### src/rtl/pipeline_stall_controller_pkg.sv
// Shared encodings for the pipeline stall controller:
// immediate types, FSM states, divider defaults and stall bundle.
package pipeline_stall_controller_pkg;

  localparam int DIV_CYCLES_DEF = 32;

  typedef enum logic [2:0] {
    IMM_R = 3'd0,
    IMM_I = 3'd1,
    IMM_S = 3'd2,
    IMM_B = 3'd3,
    IMM_U = 3'd4,
    IMM_J = 3'd5
  } imm_type_e;

  typedef enum logic [1:0] {
    ST_RUN      = 2'd0,
    ST_DIV_BUSY = 2'd1,
    ST_DIV_DONE = 2'd2
  } stall_state_e;

  typedef struct packed {
    logic pc_stall;
    logic if_id_stall;
    logic id_ex_bubble;
    logic ex_freeze;
    logic if_id_flush;
    logic id_ex_flush;
  } stall_ctl_t;

endpackage

### src/rtl/pipeline_stall_controller_hazard.sv
// Load-use hazard comparator between the EX load
// destination and the ID source operands.
module hazard_detect (
  input  logic [4:0] i_rs1_addr,
  input  logic [4:0] i_rs2_addr,
  input  logic       i_rs1_used,
  input  logic       i_rs2_used,
  input  logic       i_ex_valid,
  input  logic       i_ex_mem_read,
  input  logic [4:0] i_ex_rd_addr,
  output logic       o_load_use
);

  logic w_rd_live;
  logic w_rs1_hit;
  logic w_rs2_hit;

  // x0 is never written, so a load to it creates no hazard
  assign w_rd_live = i_ex_valid && i_ex_mem_read
                   && (i_ex_rd_addr != 5'd0);

  assign w_rs1_hit = i_rs1_used
                   && (i_ex_rd_addr == i_rs1_addr);

  assign w_rs2_hit = i_rs2_used
                   && (i_ex_rd_addr == i_rs2_addr);

  assign o_load_use = w_rd_live
                    && (w_rs1_hit || w_rs2_hit);

endmodule

### src/rtl/pipeline_stall_controller.sv
// Pipeline stall/flush controller: divider sequencing FSM,
// freeze/flush/bubble priority and saturating stall counter.
module pipeline_stall_controller
  import pipeline_stall_controller_pkg::*;
#(
  parameter int DIV_CYCLES = DIV_CYCLES_DEF
) (
  input  logic        CLK,
  input  logic        RESET,
  input  logic [4:0]  id_rs1_addr,
  input  logic [4:0]  id_rs2_addr,
  input  logic        id_rs1_used,
  input  logic        id_rs2_used,
  input  logic        ex_valid,
  input  logic [4:0]  ex_rd_addr,
  input  logic        ex_mem_read,
  input  logic        ex_div_req,
  input  logic        branch_taken,
  input  logic        mem_busy,
  output logic        pc_stall,
  output logic        if_id_stall,
  output logic        id_ex_bubble,
  output logic        ex_freeze,
  output logic        if_id_flush,
  output logic        id_ex_flush,
  output logic        div_start,
  output logic        div_busy,
  output logic        div_done,
  output logic [15:0] stall_count
);

  localparam int CW =
    (DIV_CYCLES > 1) ? $clog2(DIV_CYCLES) : 1;
  localparam logic [CW-1:0] CNT_LOAD =
    CW'(DIV_CYCLES - 1);

  stall_state_e  r_state;
  stall_state_e  w_state_nxt;
  logic [CW-1:0] r_cnt;
  logic [CW-1:0] w_cnt_nxt;
  logic [15:0]   r_stall_cnt;

  logic       w_load_use;
  logic       w_div_req;
  logic       w_div_freeze;
  logic       w_freeze;
  stall_ctl_t w_ctl;

  hazard_detect u_hazard (
    .i_rs1_addr    (id_rs1_addr),
    .i_rs2_addr    (id_rs2_addr),
    .i_rs1_used    (id_rs1_used),
    .i_rs2_used    (id_rs2_used),
    .i_ex_valid    (ex_valid),
    .i_ex_mem_read (ex_mem_read),
    .i_ex_rd_addr  (ex_rd_addr),
    .o_load_use    (w_load_use)
  );

  // Only RUN accepts a divide; BUSY/DONE hold the same one
  assign w_div_req = RESET && ex_valid && ex_div_req
                   && (r_state == ST_RUN);

  assign w_div_freeze = w_div_req
    || (RESET && (r_state == ST_DIV_BUSY));

  assign w_freeze = RESET && (mem_busy || w_div_freeze);

  always_ff @(posedge CLK or negedge RESET) begin
    if (!RESET) begin
      r_state <= ST_RUN;
      r_cnt   <= '0;
    end else begin
      r_state <= w_state_nxt;
      r_cnt   <= w_cnt_nxt;
    end
  end

  always_comb begin
    w_state_nxt = r_state;
    w_cnt_nxt   = r_cnt;
    unique case (r_state)
      ST_RUN: begin
        if (w_div_req) begin
          w_state_nxt = ST_DIV_BUSY;
          w_cnt_nxt   = CNT_LOAD;
        end
      end
      ST_DIV_BUSY: begin
        if (r_cnt == '0) begin
          w_state_nxt = ST_DIV_DONE;
        end else begin
          w_cnt_nxt = r_cnt - 1'b1;
        end
      end
      ST_DIV_DONE: begin
        w_state_nxt = ST_RUN;
      end
      default: begin
        w_state_nxt = ST_RUN;
        w_cnt_nxt   = '0;
      end
    endcase
  end

  // Freeze beats redirect, redirect beats load-use
  always_comb begin
    w_ctl = '0;
    if (!RESET) begin
      w_ctl = '0;
    end else if (w_freeze) begin
      w_ctl.pc_stall    = 1'b1;
      w_ctl.if_id_stall = 1'b1;
      w_ctl.ex_freeze   = 1'b1;
    end else if (branch_taken) begin
      w_ctl.if_id_flush = 1'b1;
      w_ctl.id_ex_flush = 1'b1;
    end else if (w_load_use) begin
      w_ctl.pc_stall     = 1'b1;
      w_ctl.if_id_stall  = 1'b1;
      w_ctl.id_ex_bubble = 1'b1;
    end
  end

  always_ff @(posedge CLK or negedge RESET) begin
    if (!RESET) begin
      r_stall_cnt <= '0;
    end else if (w_ctl.pc_stall
                 && (r_stall_cnt != 16'hFFFF)) begin
      r_stall_cnt <= r_stall_cnt + 16'd1;
    end
  end

  assign pc_stall     = w_ctl.pc_stall;
  assign if_id_stall  = w_ctl.if_id_stall;
  assign id_ex_bubble = w_ctl.id_ex_bubble;
  assign ex_freeze    = w_ctl.ex_freeze;
  assign if_id_flush  = w_ctl.if_id_flush;
  assign id_ex_flush  = w_ctl.id_ex_flush;

  assign div_start = w_div_req;
  assign div_busy  = RESET && (r_state == ST_DIV_BUSY);
  assign div_done  = RESET && (r_state == ST_DIV_DONE);

  assign stall_count = r_stall_cnt;

endmodule

### config.mk
export PLATFORM = sky130hd
export DESIGN_NAME = pipeline_stall_controller
export DESIGN_NICKNAME = d
export VERILOG_FILES = /design/src/rtl/pipeline_stall_controller_pkg.sv /design/src/rtl/pipeline_stall_controller_hazard.sv /design/src/rtl/pipeline_stall_controller.sv
export SDC_FILE = /design/constraint.sdc
export NUM_CORES = 1
export LEC_CHECK = 0
export ABC_AREA = 1
export CORE_MARGIN = 4
export CORE_UTILIZATION = 45
export DETAILED_ROUTE_END_ITERATION = 6
export GPL_ROUTABILITY_DRIVEN = 1
export MAX_ROUTING_LAYER = met4
export PLACE_DENSITY = 0.76
export SYNTH_ARGS = -nofsm -noshare
export SYNTH_HDL_FRONTEND = slang
export SYNTH_SLANG_ARGS = --single-unit
### constraint.sdc
create_clock -name CLK -period 1.6 [get_ports CLK]
set_input_delay 0.24 -clock CLK [delete_from_list [all_inputs] [get_ports CLK]]
set_output_delay 0.24 -clock CLK [all_outputs]
set_load 0.02 [all_outputs]
==> impl_results.md, run 1 <==
- Number of I/O port buffers: between 40 and 50
- DP Wirelength: around 3.4 mm
- Clock skew: just under 9 ps
- Leak pwr: 1.52 nW
- Crit path DAT: between 1500 and 2000 ps
- Clk buf depth: 2
- Slowest stage delay, CP: 400 ps
- Area grow syn2layout: 52.9%
- CTS sink cnt: 23
- CTS tree: done
- Vias in the first global route: about 1800
- Critical path startpoint category: register
- Final period util: 115%
- Post-synth EDFFs: 0
- Commonest non-fill, non-tap cell in the layout: nand2_1
- First-pass GRT wire length: slightly below 8 mm
- Seq pwr share: 32.7%
- Post-Syn Nets: about 280
- Final WS setup: -232 ps
- Pwr Total: 0.00249 W
- Outcome: finished, violations left
- Worst-skew pair later-pin latency: around 270 ps
- Setup crit end kind: primary output
- Int Pwr: 0.00153 W
- Net Switching: 0.000958 W
- Layout Nets: between 300 and 400
- Vias per cell: about 4.7
- Root buf cell: clkbuf_8
- Hold Slack: between 60 and 70 ps
- Filler cells: 308
- Most frequent cells in the layout: nand2_1, inv_1, buf_4, nand3_1, dlygate4sd2_1
- # IOs: a little under 50
- Synth Area per Inst: roughly 6.8 um2
- Slew headroom: between 80% and 90%
- Initial antenna violation count: 0
- Cell area after synthesis: around 1700 um2
- Top_reg_cell synth: dfrtp_1
- Worst VDD drop: 0.884 mV
- Pins Over Slew Limit: 0
- 1st-iter DRT viols: 71
- Cells after Synth: 253
- Worst Path Max Fanout: 5
- CP bufs+invs: 5
- Cell Rows: 22
- GRT Util Overall: just under 20%
- Asr flop ratio synth: 100%
- Power density over the cells: approximately 950 nW/um2
- CP required: between 1000 and 1500 ps
- Final hold viol count: 0
- Worst path slowest cell: dfrtp_1
- Tmin final: ~1800 ps
- Largest net degree at the start of global routing: 20
- Drt total wl: approximately 4.6 mm
- Chip width: 69.6 um
- Worst r2r path cells: 13
- Final core occ: 71.4%
- RR Endpoint: stall_count[9]
- R2R Path Start: r_state[0]
- Initial core utilization: between 40% and 50%
- Cts bufs inserted: 3
- Wire length per cell: around 12 um
- Worst path cell trace: inv_2 -> nor2_4 -> inv_2 -> nor2_4 -> inv_2 -> nand2_4 -> o21ai_4 -> buf_4 -> nand2_8 -> buf_6
- Die height: roughly 70 um
- Diode count: 0
- Hold-fix buffers, CTS: 0
- DRC: 0
- CP dominant cell by count: inv_2
- Max Freq: between 500 and 600 MHz
- Grt total ovfl: 0
- Clk slew on worst S/H paths: about 80 ps
- GP Congestion: roughly 0.85
- Antenna viol nets, final: 0
- RSZ-0062 raised after global routing: yes
- CORE AREA: between 3000 and 4000 um2
- Max-cap violations: 0
- Clock share of power: 14.6%
- Fraction of layout cells with a size suffix above 1: approximately 23%
- Count of final setup violators: 16
- Hold WC Path Type: primary input to asynchronous set/reset pin
- Reg-to-reg slack, setup: -70 ps
- Worst slew pin tran: between 200 and 300 ps
- Setup TNS: -1410 ps
- Synth Warn #: 0
- Combinational fraction of design power: roughly 53%
- Crit path max-delay family: buffers and inverters
- Crit Path Class: register to primary output
- Failing checks: negative setup slack
- Total number of vias: around 1800
- Flops & latches, synth: 23
- Switching power share of the total: 38.6%
- Die area: a little under 5000 um2
- Htree depth: 1
- Drt pass-1 iters: 4
- Synth unique cells: 29
- Post-synthesis sequential area ratio: between 30% and 40%
==> final cells by class <==
type                       count  area (um2)  share of cell area [%]
multi-input combinational    180         977                    37.4
inverter                      44         168                    6.41
sequential                    23         577                    22.1
timing repair buffer          87         786                    30.1
clock buffer                   3        41.3                    1.58
clock inverter                 1        5.00                   0.191
tap                           48        60.1                    2.30
==> logic make-up (layout without fill, tap and decap cells) <==
group                      Yosys count  count (layout)  share of synthesized area, %
xor gates and xnor gates            10              10                          5.12
buffers and inverters               50             135                          12.8
DFF                                 23              23                          33.7
adders and majority gates            2               2                          1.46
and+or+nand+nor                    155             155                          42.2
AOI/OAI and AO/OA                   13              13                          4.68
==> sequential cells by signal (all words and copies together) (netlist names) <==
register and count:
stall_count 16, r_state 2, r_cnt 5
==> power by group through the flow <==
stage | logic (W) | clock network, W | registers, W
5_1_grt | 0.00145 | 0.000402 | 0.000839
3_5_place_dp | 0.00113 | 0 | 0.000825
3_3_place_gp | 0.00111 | 0 | 0.000818
2_1_floorplan | 0.000582 | 0 | 0.000888
6_report | 0.00131 | 0.000363 | 0.000814
4_1_cts | 0.00120 | 0.000385 | 0.000813
==> metal layers <==
| layer | routed length [um] | vias up | part of all wire (%) | GRT usage (%) |
|---|---|---|---|---|
| li1 | - | 950 | - | - |
| met1 | 2020 | 828 | 44 | 25.3 |
| met2 | 2290 | 48 | 50 | 31.8 |
| met3 | 228 | 6 | 5.0 | 3.62 |
| met4 | 55 | 0 | 1.2 | 5.11 |
| met5 | 0 | - | 0 | - |
==> metrics by stage <==
stage / worst slack (ps) / cells / cell area [um2]
after global routing: -331 / 386 / 2610
after detailed placement: -740 / 370 / 2410
after global placement: -717 / 370 / 2410
after floorplan: -136 / 253 / 1730
final: -232 / 386 / 2610
after CTS: -188 / 382 / 2530
==> synthesized netlist by cell type, drive strengths merged, types with 2 or more instances <==
cell	instances	area (um2)
a21oi	5	25.0
o21ai	7	46.3
nor3	7	46.3
inv	44	165
xor2	8	70.1
nor2	22	108
nand2	91	357
buf	6	53.8
dfrtp	23	576
ha	2	25.0
nand4	5	52.6
xnor2	2	17.5
nand3	28	145
==> how the worst max path moves through the flow <==
stage,start,endpoint,cells after the start
finish,r_state[0],if_id_stall,10
global placement,RESET,id_ex_flush,9
CTS,r_state[0],id_ex_flush,10
floorplan,r_state[0],if_id_flush,10
global route,r_state[0],id_ex_flush,10
detailed placement,RESET,id_ex_flush,9
==> what timing repair did <==
action                                  CTS  global route
resized for setup                        85            15
setup buffers                             8             4
gates cloned                              0             1
endpoints found under the setup margin   29            32
hold endpoints to repair                  0             0
pin swaps                                14             2
Note: power is estimated with default switching activity, not from simulation.
==> inputs of run 2 (changes only) <==
--- a/config.mk
+++ b/config.mk
@@ -8,6 +8,7 @@
 export ABC_AREA = 1
 export CORE_MARGIN = 4
 export CORE_UTILIZATION = 45
+export CTS_BUF_LIST = sky130_fd_sc_hd__clkbuf_16
 export DETAILED_ROUTE_END_ITERATION = 6
 export GPL_ROUTABILITY_DRIVEN = 1
 export MAX_ROUTING_LAYER = met4
==> run 2 against run 1 <==
The run still ends with negative setup slack left. Combinational power increased by 18%. Cell area increased by 5.7%. Maximum frequency decreased by 6.0%. First-iteration DRC count increased by 120%. Die area unchanged. Final cell count increased by 1.6%. Utilization increased by 4.1 points. Power increased by 18%. Wire length increased by 31%. Clock power increased by 52%.
==> impl_results.md, run 2 (synthesis results as in run 1) <==
- Outcome: finished, violations left (unchanged)
- Failing checks: negative setup slack (unchanged)
- Combinational fraction of design power: 52.8% (was 52.7%)
- Layout Nets: 371 (was 365)
- Worst slew pin tran: 318 ps (was 250 ps)
- Clock share of power: 18.8% (was 14.6%)
- Worst Path Max Fanout: 3 (was 5)
- Initial antenna violation count: 0 (unchanged)
- Diode count: 0 (unchanged)
- Max FFs per register: 16 (unchanged)
- # IOs: 49 (unchanged)
- Die height: 69.6 um (unchanged)
- DRC: 0 (unchanged)
- Leak pwr: 1.62 nW (was 1.52 nW)
- Vias in the first global route: 1855 (was 1796)
- Htree depth: 1 (unchanged)
- Worst r2r path cells: 13 (unchanged)
- CORE AREA: 3660 um2 (unchanged)
- Final WS setup: -349 ps (was -232 ps)
- GP Congestion: 0.853 (unchanged)
- Int Pwr: 0.00180 W (was 0.00153 W)
- Clk slew on worst S/H paths: 60 ps (was 80 ps)
- DP Wirelength: 3.37 mm (unchanged)
- Cts bufs inserted: 3 (unchanged)
- Max Freq: 513 MHz (was 546 MHz)
- Area of the multi-input gates: 1010 um2 (was 977 um2)
- Antenna viol nets, final: 0 (unchanged)
- Clk buf depth: 2 (unchanged)
- Crit path DAT: 1710 ps (was 1590 ps)
- CTS sink cnt: 23 (unchanged)
- Final period util: 122% (was 115%)
- Drt pass-1 iters: 4 (unchanged)
- Area grow syn2layout: 61.7% (was 52.9%)
- Grt total ovfl: 0 (unchanged)
- Cell Rows: 22 (unchanged)
- Hold-fix buffers, CTS: 0 (unchanged)
- 1st-iter DRT viols: 155 (was 71)
- Number of I/O port buffers: 48 (unchanged)
- Drt total wl: 5.99 mm (was 4.59 mm)
- Final std cells w/o fill: 392 (was 386)
- Tmin final: 1950 ps (was 1830 ps)
- Final hold viol count: 0 (unchanged)
- FF+latch area: 577 um2 (unchanged)
- Final core occ: 75.5% (was 71.4%)
- Filler cells: 272 (was 308)
- CP required: 1360 ps (about the same)
- Power density over the cells: 1060 nW/um2 (was 951 nW/um2)
- Worst-skew pair later-pin latency: 260 ps (was 270 ps)
- Chip width: 69.6 um (unchanged)
- Pins Over Slew Limit: 0 (unchanged)
- Vias per cell: 5.22 (was 4.75)
- Most frequent cells in the layout: nand2_1, buf_4, inv_1, nand3_1, dfrtp_1 (was nand2_1, inv_1, buf_4, nand3_1, dlygate4sd2_1)
- Seq pwr share: 28.4% (was 32.7%)
- RSZ-0062 raised after global routing: yes (unchanged)
- First-pass GRT wire length: 7.99 mm (was 7.74 mm)
- Initial core utilization: 46.7% (unchanged)
- Switching power share of the total: 38.4% (was 38.6%)
- Root buf cell: clkbuf_16 (was clkbuf_8)
- Die area: 4850 um2 (unchanged)
- Total number of vias: 2047 (was 1832)
- Fraction of layout cells with a size suffix above 1: 25.9% (was 23.1%)
- CTS tree: done (unchanged)
- Critical path startpoint category: register (unchanged)
- Slew headroom: 78.6% (was 83.3%)
- Inst Count DP: 370 (unchanged)
- Largest net degree at the start of global routing: 20 (unchanged)
- Net Switching: 0.00112 W (was 0.000958 W)
- Crit Path Class: register to primary output (unchanged)
- Setup crit end kind: primary output (unchanged)
- Max-cap violations: 0 (unchanged)
- Count of final setup violators: 26 (was 16)
- Worst VDD drop: 1.11 mV (was 0.884 mV)
- Clock skew: 8.90 ps (was 8.71 ps)
- Wire length per cell: 15.3 um (was 11.9 um)
- Commonest non-fill, non-tap cell in the layout: nand2_1 (unchanged)
- Hold WC Path Type: primary input to asynchronous set/reset pin (unchanged)
- GRT Util Overall: 20.3% (was 19.6%)
[run 2: cell count changes in the layout (fill, tap and decap cells not counted), sizes merged]
cell | previous run | this run
buf | 47 | 52
dlygate4sd2 | 26 | 21
dlymetal6s2s | 4 | 8
clkbuf | 4 | 5
clkdlybuf4s50 | 9 | 10
[run 2: power groups by stage]
stage	registers, W	clock network [W]	logic (W)
after global placement	0.000818	0	0.00111
after floorplan	0.000888	0	0.000582
after global routing	0.000851	0.000583	0.00167
final	0.000831	0.000550	0.00155
after CTS	0.000817	0.000563	0.00123
after detailed placement	0.000825	0	0.00113
[run 2: final cells by class]
class                           instances  area share (%)
Sequential cell                        23            20.9
Clock inverter                          1           0.181
Clock buffer                            3            2.72
Inverter                               44            6.07
Tap cell                               48            2.17
Multi-Input combinational cell        180            36.6
Timing Repair Buffer                   93            31.4
[run 2: critical path, cell delays in order (launching register included)]
cell     delay, ps
dfrtp_1        400
inv_2          110
nor2_4          50
inv_2           70
nor2_4          40
inv_2           60
nand2_4         50
o21ai_4        150
inv_4           60
nor3_4         280
buf_6          160
[run 2: path summary, 6_finish.rpt]
kind	endpoint	slack, ps	start
max in group asynchronous	r_state[1]	1180	RESET
min reg2reg	r_cnt[0]	510	r_cnt[0]
min in group CLK	r_cnt[0]	510	r_cnt[0]
min	r_cnt[4]	130	RESET
max	id_ex_flush	-350	r_state[0]
max reg2reg	stall_count[12]	-170	r_state[0]
[run 2: stage by stage]
| stage | setup WS (ps) | setup TNS, ps | total power (W) | instance area, um2 | hold WS [ps] |
|---|---|---|---|---|---|
| floorplan | -136 | -136 | 0.00147 | 1730 | -55.6 |
| detailed placement | -740 | -10990 | 0.00195 | 2410 | 501 |
| global route | -405 | -4900 | 0.00311 | 2760 | 208 |
| finish | -349 | -3300 | 0.00293 | 2760 | 131 |
| CTS | -200 | -836 | 0.00261 | 2560 | 82.1 |
| global placement | -717 | -10660 | 0.00193 | 2410 | 476 |
[run 2: metal layers]
metal / global-route usage (%) / part of all wire (%) / vias up
met5: - / 0 / -
met4: 6.17 / 4.2 / 0
met3: 4.20 / 6.8 / 31
met2: 33.5 / 51 / 94
met1: 25.2 / 37 / 957
li1: - / - / 965
[run 2: timing repair]
item / CTS / global route
hold endpoints to repair: 0 / 0
setup endpoints to repair: 22 / 35
cloned: 0 / 2
pin swaps: 15 / 8
buffers inserted: 10 / 7
gates resized for setup: 77 / 33
==> inputs of run 3 (changes only) <==
--- a/config.mk
+++ b/config.mk
@@ -7,12 +7,11 @@
 export LEC_CHECK = 0
 export ABC_AREA = 1
 export CORE_MARGIN = 4
-export CORE_UTILIZATION = 45
+export CORE_UTILIZATION = 35
 export CTS_BUF_LIST = sky130_fd_sc_hd__clkbuf_16
 export DETAILED_ROUTE_END_ITERATION = 6
 export GPL_ROUTABILITY_DRIVEN = 1
 export MAX_ROUTING_LAYER = met4
-export PLACE_DENSITY = 0.76
 export SYNTH_ARGS = -nofsm -noshare
 export SYNTH_HDL_FRONTEND = slang
 export SYNTH_SLANG_ARGS = --single-unit
==> run 3 against run 2 <==
Count of clock-buffer cells in the layout did not move. Highest routed layer unchanged. The flow still finishes with violations (negative setup slack). Register-to-register slack better by 170 ps. Final cell count rose by 5.1%. First-iteration DRC count shrank 32%. Sequential share of layout area down 0.61 points. Sequential power rose by 2%. Flip-flop and latch count unchanged. Wire length down 15%. Maximum frequency up 7.3%.
==> impl_results.md, run 3 (synthesis results as in run 1) <==
- Outcome: finished, violations left (unchanged)
- Failing checks: negative setup slack (unchanged)
- Clk slew on worst S/H paths: 60 ps (about the same)
- Slowest stage delay, CP: 400 ps (about the same)
- Leak pwr: 1.65 nW (was 1.62 nW)
- Final std cells w/o fill: 412 (was 392)
- CP startpoint: r_state[0] (unchanged)
- RR Endpoint: stall_count[3] (was stall_count[12])
- CTS sink cnt: 23 (unchanged)
- Reg-to-reg slack, setup: 0 ps (was -170 ps)
- Root buf cell: clkbuf_16 (unchanged)
- Fraction of layout cells with a size suffix above 1: 27.5% (was 25.9%)
- RSZ-0062 raised after global routing: yes (unchanged)
- Worst slew pin tran: 297 ps (was 318 ps)
- Worst r2r path cells: 13 (unchanged)
- Inst Count DP: 391 (was 370)
- Worst path cell trace: inv_2 -> nor2_4 -> inv_2 -> nor2_4 -> inv_2 -> nand2_4 -> o21ai_4 -> buf_6 -> nand2_8 -> buf_6 (was inv_2 -> nor2_4 -> inv_2 -> nor2_4 -> inv_2 -> nand2_4 -> o21ai_4 -> inv_4 -> nor3_4 -> buf_6)
- Clock skew: 7.81 ps (was 8.90 ps)
- Vias per cell: 4.64 (was 5.22)
- Area of the multi-input gates: 1070 um2 (was 1010 um2)
- Most frequent cells in the layout: nand2_1, buf_4, inv_1, nand3_1, dfrtp_1 (unchanged)
- Cts bufs inserted: 3 (unchanged)
- CP required: 1360 ps (about the same)
- Htree depth: 1 (unchanged)
- Worst path slowest cell: dfrtp_1 (unchanged)
- Crit path capture: pc_stall (was id_ex_flush)
- Filler cells: 424 (was 272)
- Number of I/O port buffers: 48 (unchanged)
- Vias in the first global route: 1734 (was 1855)
- Worst Path Max Fanout: 7 (was 3)
- Count of final setup violators: 6 (was 26)
- GRT Util Overall: 16.4% (was 20.3%)
- Tmin final: 1820 ps (was 1950 ps)
- FF+latch area: 579 um2 (was 577 um2)
- R2R Path Start: r_state[0] (unchanged)
- Largest net degree at the start of global routing: 19 (was 20)
- Commonest non-fill, non-tap cell in the layout: nand2_1 (unchanged)
- Antenna viol nets, final: 0 (unchanged)
- CTS tree: done (unchanged)
- CP dominant cell by count: inv_2 (unchanged)
- CORE AREA: 4720 um2 (was 3660 um2)
- Drt total wl: 5.09 mm (was 5.99 mm)
- Final hold viol count: 0 (unchanged)
- Critical path startpoint category: register (unchanged)
- GP Congestion: 0.874 (was 0.853)
- Grt total ovfl: 0 (unchanged)
- Worst-skew pair later-pin latency: 260 ps (about the same)
- DRC: 0 (unchanged)
- Pwr Total: 0.00275 W (was 0.00293 W)
- Total number of vias: 1911 (was 2047)
- Area grow syn2layout: 67.3% (was 61.7%)
- Layout Nets: 372 (was 371)
- Crit path DAT: 1580 ps (was 1710 ps)
- Drt pass-1 iters: 4 (unchanged)
- Final WS setup: -215 ps (was -349 ps)
- Die area: 6070 um2 (was 4850 um2)
- Setup crit end kind: primary output (unchanged)
- Diode count: 0 (unchanged)
- First-pass GRT wire length: 7.95 mm (was 7.99 mm)
- Hold WC Path Type: primary input to asynchronous set/reset pin (unchanged)
- Crit Path Class: register to primary output (unchanged)
- Power density over the cells: 962 nW/um2 (was 1060 nW/um2)
- Max-cap violations: 0 (unchanged)
- Chip width: 77.9 um (was 69.6 um)
- Die height: 77.9 um (was 69.6 um)
- # IOs: 49 (unchanged)
- 1st-iter DRT viols: 105 (was 155)
- Hold-fix buffers, CTS: 0 (unchanged)
- Worst VDD drop: 0.815 mV (was 1.11 mV)
- Max Freq: 551 MHz (was 513 MHz)
- Max FFs per register: 16 (unchanged)
- Hold Slack: 121 ps (was 131 ps)
- Final period util: 113% (was 122%)
- Clk buf depth: 2 (unchanged)
- Initial antenna violation count: 0 (unchanged)
- Slew headroom: 80.1% (was 78.6%)
- Wire length per cell: 12.4 um (was 15.3 um)
- Pins Over Slew Limit: 0 (unchanged)
- Initial core utilization: 36.2% (was 46.7%)
- Cell Rows: 25 (was 22)
- DP Wirelength: 3.51 mm (was 3.37 mm)
==> run 3: final cells by class <==
class                   count  share of cell area [%]
multi-input cells         182                    37.5
repair buffers             92                    30.7
flip-flops and latches     23                    20.3
inverters                  44                    5.86
well taps                  67                    2.93
clock buffers               3                    2.63
clock inverters             1                   0.131
==> run 3: what timing repair did <==
item                                    4_1_cts  5_1_grt
gates resized for setup                      74       38
setup buffers                                 6        8
endpoints found under the setup margin       24       37
cloned                                        0        4
endpoints found under the hold margin         0        0
pin swaps                                    13        5
==> run 3: critical path, delay by kind of cell, from the launching register on <==
family	cells	cell delay (ps)
AND/OR/NAND/NOR	4	220
flip-flops	1	400
AO/OA/AOI/OAI	1	190
buffers and inverters	5	520
==> run 3: through the flow <==
stage,setup WS [ps],setup TNS [ps],util (%),instance area (um2)
finish,-215,-1140,60.5,2860
global placement,-818,-12070,52.2,2460
detailed placement,-810,-12070,52.2,2460
CTS,-179,-884,55.0,2600
global route,-289,-2480,60.5,2860
floorplan,-136,-136,-,1730
==> run 3: worst min-delay path by stage <==
stage / start / to / slack [ps]
finish: RESET / r_state[1] / 120
floorplan: RESET / r_cnt[0] / -60
detailed placement: stall_count[5] / stall_count[5] / 510
global route: RESET / r_state[1] / 150
CTS: RESET / r_state[1] / 120
global placement: r_cnt[0] / r_cnt[0] / 480
==> run 3: where the power goes <==
part	switching (W)	internal, W
sequential	0.000129	0.000717
combinational	0.000677	0.000689
clock	0.000206	0.000334
==> run 3: metal layers <==
| metal | wire length (um) | part of all wire (%) | track usage, % |
|---|---|---|---|
| met3 | 308 | 6.0 | 2.90 |
| met2 | 2310 | 45 | 25.3 |
| met5 | 0 | 0 | - |
| met4 | 78 | 1.5 | 3.20 |
| met1 | 2400 | 47 | 22.6 |
